File: config.mk
export PLATFORM = sky130hd
export DESIGN_NAME = w_ptr_full_ctrl
export DESIGN_NICKNAME = d
export VERILOG_FILES = /design/src/rtl/w_ptr_full_ctrl.sv
export SDC_FILE = /design/constraint.sdc
export NUM_CORES = 1
export LEC_CHECK = 0
export ABC_AREA = 1
export CAP_MARGIN = 20
export CORE_MARGIN = 5
export CORE_UTILIZATION = 49
export CTS_CLUSTER_DIAMETER = 80
export DETAILED_ROUTE_END_ITERATION = 12
export HOLD_SLACK_MARGIN = 0.02
export PLACE_DENSITY = 0.79
export SYNTH_ARGS = -nofsm -noshare
export SYNTH_HDL_FRONTEND = slang
export SYNTH_SLANG_ARGS = --single-unit
File: constraint.sdc
create_clock -name w_clk -period 3.11 [get_ports w_clk]
set_input_delay 0.4665 -clock w_clk [delete_from_list [all_inputs] [get_ports w_clk]]
set_output_delay 0.4665 -clock w_clk [all_outputs]
set_load 0.005 [all_outputs]
File: src/rtl/w_ptr_full_ctrl.sv
// Write-side pointer, full/almost-full/level and overflow tracking for an async FIFO.
// The Gray write pointer leaves this block straight from a flop for the read-domain synchronizer.
`timescale 1ns/1ps

module w_ptr_full_ctrl #(
    parameter int unsigned ADDR_WIDTH  = 4,
    parameter int unsigned AFULL_LEVEL = (1 << ADDR_WIDTH) - 2
) (
    input  logic                  w_clk,
    input  logic                  w_rst_n,
    input  logic                  w_inc,
    input  logic [ADDR_WIDTH:0]   w_q2_r_ptr,
    input  logic                  w_ovf_clr,
    output logic                  w_en,
    output logic [ADDR_WIDTH-1:0] w_addr,
    output logic [ADDR_WIDTH:0]   w_ptr,
    output logic                  w_full,
    output logic                  w_almost_full,
    output logic [ADDR_WIDTH:0]   w_level,
    output logic                  w_overflow,
    output logic [7:0]            w_drop_cnt
);

    localparam logic [ADDR_WIDTH:0] AfullLvl = (ADDR_WIDTH + 1)'(AFULL_LEVEL);

    logic [ADDR_WIDTH:0] w_bin;
    logic [ADDR_WIDTH:0] w_binnext;
    logic [ADDR_WIDTH:0] w_graynext;
    logic [ADDR_WIDTH:0] r_bin_sync;
    logic [ADDR_WIDTH:0] level_next;
    logic [ADDR_WIDTH:0] full_match;
    logic                full_next;
    logic                afull_next;
    logic                drop;
    logic                overflow_d;
    logic [7:0]          drop_cnt_d;

    assign w_en       = w_inc & ~w_full;
    assign w_addr     = w_bin[ADDR_WIDTH-1:0];
    assign w_binnext  = w_bin + {{ADDR_WIDTH{1'b0}}, w_en};
    assign w_graynext = (w_binnext >> 1) ^ w_binnext;

    // Full when the write pointer is one lap ahead: top two Gray bits inverted, rest equal.
    assign full_match = {~w_q2_r_ptr[ADDR_WIDTH:ADDR_WIDTH-1], w_q2_r_ptr[ADDR_WIDTH-2:0]};
    assign full_next  = (w_graynext == full_match);

    always_comb begin
        r_bin_sync = '0;
        r_bin_sync[ADDR_WIDTH] = w_q2_r_ptr[ADDR_WIDTH];
        for (int i = int'(ADDR_WIDTH) - 1; i >= 0; i--) begin
            r_bin_sync[i] = r_bin_sync[i+1] ^ w_q2_r_ptr[i];
        end
    end

    assign level_next = w_binnext - r_bin_sync;
    assign afull_next = (level_next >= AfullLvl);

    always_ff @(posedge w_clk or negedge w_rst_n) begin
        if (!w_rst_n) begin
            w_bin         <= '0;
            w_ptr         <= '0;
            w_full        <= 1'b0;
            w_almost_full <= 1'b0;
            w_level       <= '0;
        end else begin
            w_bin         <= w_binnext;
            w_ptr         <= w_graynext;
            w_full        <= full_next;
            w_almost_full <= afull_next;
            w_level       <= level_next;
        end
    end

    assign drop = w_inc & w_full;

    // A drop coinciding with a clear wins and restarts the count at one.
    always_comb begin
        overflow_d = w_overflow;
        drop_cnt_d = w_drop_cnt;
        if (drop) begin
            overflow_d = 1'b1;
            if (w_ovf_clr) begin
                drop_cnt_d = 8'd1;
            end else if (w_drop_cnt != 8'hFF) begin
                drop_cnt_d = w_drop_cnt + 8'd1;
            end
        end else if (w_ovf_clr) begin
            overflow_d = 1'b0;
            drop_cnt_d = 8'd0;
        end
    end

    always_ff @(posedge w_clk or negedge w_rst_n) begin
        if (!w_rst_n) begin
            w_overflow <= 1'b0;
            w_drop_cnt <= 8'd0;
        end else begin
            w_overflow <= overflow_d;
            w_drop_cnt <= drop_cnt_d;
        end
    end

endmodule

Word-level counts from Yosys, hierarchy flattened
Index checks and enable logic that the tools add are counted.
- bits in registers: 26
- input port bits: 9
- output and inout port bits: 26
- add/subtract/negate cells: 3
- magnitude comparators: 1
- equal/unequal tests: 2
- multiplexer cells: 6
- bitwise logic cells: 9
- reductions and logical operators: 3
- operator list (operator ; number):
    2-to-1 mux 8 bit ; 4
    adder 8 x 1 -> 8 bit, second input constant ; 1
    != test 8 bit, second input constant ; 1
    adder 5 x 1 -> 5 bit ; 1
    == test 5 bit ; 1
    greater-or-equal comparator 5 x 4 -> 1 bit, second input constant ; 1
    subtractor 5 bit ; 1
    XOR 4 x 5 -> 5 bit ; 1
    nonzero test 2 bit ; 2
    XOR 1 bit ; 4
    AND 1 bit ; 2
    2-to-1 mux 1 bit ; 2
    NOT 2 bit ; 1
    AND reduction 2 bit ; 1
    NOT 1 bit ; 1

Depth between registers and ports, before layout
Gate-level depths: netlist (run 1).
- word-level depth: 6
- mapped depth: 15

Worst setup path before layout (run 1)
OpenSTA, ideal clock, no wires.
- path type: input-to-reg
- start point: input port w_inc
- end point: register w_almost_full
- library setup time: 0.068 ns
- data arrival time: 2.279 ns
- path slack: 0.762 ns
- stages on the path: 14
- buffers on the path: 0
- path through: inv_1 nor2_1 ha_1 ha_1 nand2_1 nand2_1 inv_1 ha_1 inv_1 nor2_1 o21a_1 nor2_1 or2_1 nand3_1
- word-level cells in the longest chain between the ends: 4
- RTL lines (element ; RTL line ; source):
    start: declaration ; 11 ; input logic w_inc,
    AND 1 bit ; 38 ; assign w_en = w_inc & ~w_full;
    via w_en ; 14 ; output logic w_en,
    adder 5 x 1 -> 5 bit ; 40 ; assign w_binnext = w_bin + {{ADDR_WIDTH{1'b0}}, w_en};
    via w_binnext[2] ; 27 ; logic [ADDR_WIDTH:0] w_binnext;
    subtractor 5 bit ; 55 ; assign level_next = w_binnext - r_bin_sync;
    greater-or-equal comparator 5 x 4 -> 1 bit ; 56 ; assign afull_next = (level_next >= AfullLvl);
    via afull_next ; 33 ; logic afull_next;
    end signal: assignment ; 69 ; w_almost_full <= afull_next;
    end: declaration ; 18 ; output logic w_almost_full,
The timed path passes the listed nets, and every way through them passes these cells.
A chain may end at the register's enable or synchronous reset.

Final worst setup path (run 1)
- start point: input port w_inc
- end point: register w_level[4]
- word-level cells in the longest chain between the ends: 3
- RTL lines (element ; RTL line ; source):
    AND 1 bit ; 38 ;
    adder 5 x 1 -> 5 bit ; 40 ;
    via w_binnext[2] ; 27 ;
    subtractor 5 bit ; 55 ;
    via level_next[4] ; 30 ; logic [ADDR_WIDTH:0] level_next;
    end signal: assignment ; 70 ; w_level <= level_next;
    end: declaration ; 19 ; output logic [ADDR_WIDTH:0] w_level,
The timed path passes the listed nets, and every way through them passes these cells.

==> flow_metrics.tcl, run 1 <==
set metrics [dict create \
    synth_edf_count 0 \
    die_y_um 63.8 \
    hpwl_um 2770 \
    synth.most_common_cell "nand2_1" \
    fin_crit_ns 2.70 \
    cp.depth 15 \
    ff2ff_path_depth 13 \
    layout.nets 243 \
    total_power_mw 1.55 \
    async_flop_share_pct 100 \
    grt_overflow 0 \
    antenna_found_initial 0 \
    drc_errors 0 \
    ios 35 \
    postRouteAntennaNets 0 \
    clock_path_buffers 2 \
    maxSlewHeadroom_pct 66.6 \
    hold_viol 0 \
    critPathLaunchType "input port" \
    postCtsSetupRepairBufs 0 \
    syn_to_final_growth_pct 29.7 \
    synth_cells 185 \
    maxCapViolCount 0 \
    cts_buffers 3 \
    post_cts_resized 0 \
    critPathRequiredTime_ns 3.38 \
    rsz0062_at_grt "false" \
    fp.dieW_um 63.8 \
    cts_sinks 25 \
    yosysUniqueCellTypes 22 \
    timing.reg2reg.setup_slack_ns 0.65 \
    syn_nets 202 \
    p_per_area_nw_per_um2 843 \
    core_area_um2 2760 \
    grt_pass1_wl_um 5890 \
    p_leak_nw 0.933 \
    timing.critical_path.buf_inv 4 \
    cts_root_buf "clkbuf_4" \
    yosysTopAreaCell "dfrtp_1" \
    cp-end-kind "flop" \
    clk-insertion-delay-late_ns 0.32 \
    cp-startpoint "w_inc" \
    endpoint "w_level[4]" \
    start_util_pct 51.4 \
    gp_congestion 0.962 \
    grt_pass1_vias 1347 \
    cp_max_fo 5 \
    cp_slowest_stage_delay_ns 0.50 \
    cts_tree "done" \
    hp-class "input port to async pin" \
    path_delay_family "simple AND/OR/NAND/NOR gates" \
    slowest_stage "clkdlybuf4s50_1" \
    worst_pin_slew_ns 0.497 \
    critPathKind "input port to flop" \
    ys_ff_latch 25 \
    tns_ns 0 \
    status "completed" \
    vias 1365 \
    drt-initial-drc-count 106 \
    grt_max_degree 26 \
    peakVddDrop_v 0.000628 \
    yosysWarnings 0 \
    synth_area_leaders "dfrtp_1 44%, nand2_1 15%, nand3_1 9.2%, inv_1 6.9%, ha_1 6.2%" \
    gr-usage-all-layers_pct 17.7 \
    synth_top_area_share_pct 44.1 \
    portBuffers 34 \
    fin_skew_ns 0.00186 \
    worstPathArrival_ns 2.98 \
    num_rows 19 \
    drive_gt1_share_pct 5.78 \
    drt_wl_total_um 3350 \
    reg2reg_from "w_full" \
    slew_viol_final 0 \
    cts.clk_slew.worst_paths_ns 0.14 \
    synth_area_um2 1420 \
    dieArea_um2 4070 \
    period_share_pct 87.0 \
    fmax_ghz 0.370 \
    htree_levels 1 \
    hold_buffers 0 \
    postSynthAreaPerCell_um2 7.66 \
    ys_top_cells_by_count "55 x nand2_1, 26 x inv_1, 26 x nand3_1" \
    rr_endpoint "w_level[4]" \
    synth_flop_cell "dfrtp_1" \
    critical_path.cell_chain "clkdlybuf4s50_1 -> inv_1 -> nor2_1 -> ha_1 -> ha_1 -> nand2_1 -> nand2_1 -> inv_1 -> ha_1 -> inv_1 -> nor2_1 -> o21a_1 -> nor2_1 -> or2_1 -> nand2_1" \
    setup_viol 0 \
    via_per_inst 5.33 \
    n_antenna_cell 0 \
    avgRoutedWirePerCell_um 13.1 \
    ys_seq_area_share_pct 44.1 \
    first_pass_iters 4 \
]
[how the worst min path moves through the flow]
stage | startpoint | end | slack [ns] | depth (start not counted)
after floorplan | w_rst_n | w_almost_full | 0.17 | 0
after global placement | w_overflow | w_overflow | 0.46 | 2
after detailed placement | w_overflow | w_overflow | 0.46 | 2
after CTS | w_rst_n | w_ptr[0] | 0.48 | 2
after global routing | w_rst_n | w_ptr[0] | 0.49 | 2
final | w_rst_n | w_ptr[0] | 0.48 | 2
[per-layer routing]
metal / up-vias / part of all wire, % / GRT usage (%)
met2: 37 / 54 / 32.3
met3: 8 / 5.6 / 2.98
met4: 0 / 2.4 / 9.61
met1: 637 / 38 / 19.3
li1: 683 / - / -
met5: - / 0 / 0
[power by group]
| group | total, mW | internal (mW) | leakage (nW) | switching, mW |
|---|---|---|---|---|
| registers | 0.507 | 0.441 | 0.317 | 0.0665 |
| logic | 0.895 | 0.421 | 0.599 | 0.474 |
| clock network | 0.147 | 0.0482 | 0.0177 | 0.0988 |
[final cells by class]
type	instances	area, um^2
inverters	27	101
fillers	246	918
clock inverters	1	5.00
clock buffers	3	22.5
flip-flops and latches	25	626
multi-input cells	133	691
repair buffers	36	355
well taps	31	38.8
[stage by stage]
stage | cells | hold slack [ns] | setup slack, ns | cell area (um^2) | utilization [%]
2_1_floorplan | 185 | 0.171 | 0.762 | 1420 | -
4_1_cts | 256 | 0.484 | 0.414 | 1840 | 66.7
6_report | 256 | 0.483 | 0.406 | 1840 | 66.7
3_5_place_dp | 252 | 0.463 | 0.0689 | 1810 | 65.7
5_1_grt | 256 | 0.488 | 0.0647 | 1840 | 66.7
3_3_place_gp | 252 | 0.457 | 0.153 | 1810 | 65.7
[placed cells by master (no fill, tap or decap), types with 2 or more instances in the layout]
cell	n
nand3b_1	2
o21ai_0	4
ha_1	7
o21ai_1	4
clkdlybuf4s50_1	34
nand4_1	7
clkbuf_4	3
nand3_1	26
nor3_1	3
nand2_2	5
nand2_1	55
nor2_1	10
inv_1	26
or2_1	2
dfrtp_1	25
buf_4	2
[state kept, by name, indices dropped and copies added, names as in the netlist]
register / count
w_drop_cnt: 8
w_bin: 5
w_level: 5
w_full: 1
w_overflow: 1
w_ptr: 4
w_almost_full: 1
[cell families after synthesis]
kind of cell	share of synthesized area (%)
xor gates and xnor gates	1.24
buffers and inverters	7.15
adders and majority gates	7.59
DFF	44.1
AOI/OAI and AO/OA	4.24
and+or+nand+nor	35.7
Power figures use the tool's default switching activity.
==> run 2: changes to the inputs <==
--- a/config.mk
+++ b/config.mk
@@ -7,12 +7,11 @@
 export LEC_CHECK = 0
 export ABC_AREA = 1
 export CAP_MARGIN = 20
-export CORE_MARGIN = 5
 export CORE_UTILIZATION = 49
 export CTS_CLUSTER_DIAMETER = 80
 export DETAILED_ROUTE_END_ITERATION = 12
 export HOLD_SLACK_MARGIN = 0.02
-export PLACE_DENSITY = 0.79
+export PLACE_DENSITY_LB_ADDON = 0.2
 export SYNTH_ARGS = -nofsm -noshare
 export SYNTH_HDL_FRONTEND = slang
 export SYNTH_SLANG_ARGS = --single-unit
==> run 2 against run 1 <==
Effect of this change: die area shrank 24%; clock power shrank 3%; critical endpoint is now w_almost_full; worst hold slack gained 0.0074 ns; clock skew grew 0.014 ns.
==> flow_metrics.tcl, run 2 (synthesis gave the netlist of run 1 again) <==
set metrics [dict create \
    status "completed" \
    final_common_cell "nand2_1" \
    top_register "w_drop_cnt" \
    first_pass_iters 4 \
    post_cts_resized 0 \
    drive_gt1_share_pct 5.33 \
    p_per_area_nw_per_um2 822 \
    p_leak_nw 0.931 \
    period_share_pct 90.4 \
    via_per_inst 5.16 \
    tns_ns 0 \
    slew_viol_final 0 \
    clk-insertion-delay-late_ns 0.32 \
    ff2ff_path_depth 13 \
    mostFrequentLayoutCells "55 x nand2_1, 34 x clkdlybuf4s50_1, 26 x inv_1, 26 x nand3_1, 25 x dfrtp_1" \
    cts_buffers 3 \
    maxSlewHeadroom_pct 70.6 \
    fin_skew_ns 0.0156 \
    timing.reg2reg.setup_slack_ns 0.51 \
    top_regs "w_drop_cnt x8, w_bin x5, w_level x5" \
    antenna_found_initial 0 \
    hpwl_um 2360 \
    worstPathArrival_ns 3.06 \
    rsz0062_at_grt "false" \
    clock_path_buffers 2 \
    critPathRequiredTime_ns 3.36 \
    htree_levels 1 \
    postCtsSetupRepairBufs 0 \
    hp-class "input port to async pin" \
    largest_reg_flops 8 \
    maxCapViolCount 0 \
    hold_viol 0 \
    start_util_pct 51.4 \
    vias 1320 \
    gp_congestion 0.903 \
    syn_to_final_growth_pct 29.7 \
    core_area_um2 2760 \
    drc_errors 0 \
    grt_max_degree 26 \
    die_y_um 55.8 \
    setup_viol 0 \
    layout.nets 243 \
    cts_tree "done" \
    ios 35 \
    fin_crit_ns 2.81 \
    critPathLaunchType "input port" \
    n_antenna_cell 0 \
    grt_pass1_wl_um 5000 \
    fmax_ghz 0.356 \
    grt_pass1_vias 1234 \
    avgRoutedWirePerCell_um 11.4 \
    worst_pin_slew_ns 0.438 \
    portBuffers 34 \
    rr_endpoint "w_almost_full" \
    endpoint "w_almost_full" \
    cts_root_buf "clkbuf_4" \
    peakVddDrop_v 0.000554 \
    hold_buffers 0 \
    gr-usage-all-layers_pct 20.3 \
    dieArea_um2 3110 \
    critPathKind "input port to flop" \
    fin_util_pct 66.7 \
    final_area_um2 1840 \
    cp_max_fo 5 \
    grt_overflow 0 \
    num_rows 19 \
    place_area_um2 1810 \
    cp-startpoint "w_inc" \
    cts.clk_slew.worst_paths_ns 0.14 \
    cp-end-kind "flop" \
    drt-initial-drc-count 50 \
    reg2reg_from "w_full" \
    fp.dieW_um 55.8 \
    postRouteAntennaNets 0 \
    cts_sinks 25 \
    drt_wl_total_um 2930 \
]
run 2: cell count changes in the layout (fill, tap and decap cells not counted), sizes merged:
cell    change
clkinv      -1
clkbuf      +1
run 2: layer usage:
layer  global-route usage, %  vias to the layer above  part of all wire, %  wire [um]
met4                    9.29                        0                  2.4         69
met3                    3.26                        7                  2.9         86
met5                       0                        -                    0          0
met1                    23.5                      600                   45       1320
met2                    36.5                       39                   50       1460
li1                        -                      674                    -          -
run 2: critical path: stages:
cell	delay, ns
clkdlybuf4s50_1	0.49
inv_1	0.04
nor2_1	0.16
ha_1	0.26
ha_1	0.25
nand2_1	0.10
nand2_1	0.17
inv_1	0.11
ha_1	0.35
inv_1	0.05
nor2_1	0.16
o21a_1	0.13
nor2_1	0.04
or2_1	0.21
nand3_1	0.07
run 2: worst min-delay path by stage:
stage / from / to / slack, ns / cells past startpoint
final: w_rst_n / w_bin[0] / 0.49 / 2
after detailed placement: w_overflow / w_overflow / 0.47 / 2
after CTS: w_rst_n / w_drop_cnt[3] / 0.50 / 2
after global routing: w_rst_n / w_bin[0] / 0.50 / 2
after floorplan: w_rst_n / w_almost_full / 0.17 / 0
after global placement: w_overflow / w_overflow / 0.46 / 2
run 2: cell type report:
| cell class | count | area [um^2] |
|---|---|---|
| tap | 31 | 38.8 |
| multi-input combinational | 133 | 691 |
| inverter | 27 | 101 |
| timing repair buffer | 36 | 355 |
| sequential | 25 | 626 |
| fill | 236 | 920 |
| clock buffer | 4 | 26.3 |
run 2: power by group:
part           total, mW  internal [mW]  leakage, nW  switching (mW)
logic              0.864          0.419        0.599           0.445
clock network      0.142         0.0501       0.0150          0.0918
registers          0.504          0.440        0.317          0.0639
total               1.51          0.910        0.931           0.601
run 2: stage by stage:
step	cells	power, mW	setup WS, ns	hold WS [ns]
detailed placement	252	1.38	0.0210	0.474
finish	256	1.51	0.297	0.490
CTS	256	1.52	0.333	0.503
floorplan	185	1.01	0.762	0.171
global placement	252	1.36	0.0606	0.463
global route	256	1.66	0.0978	0.502
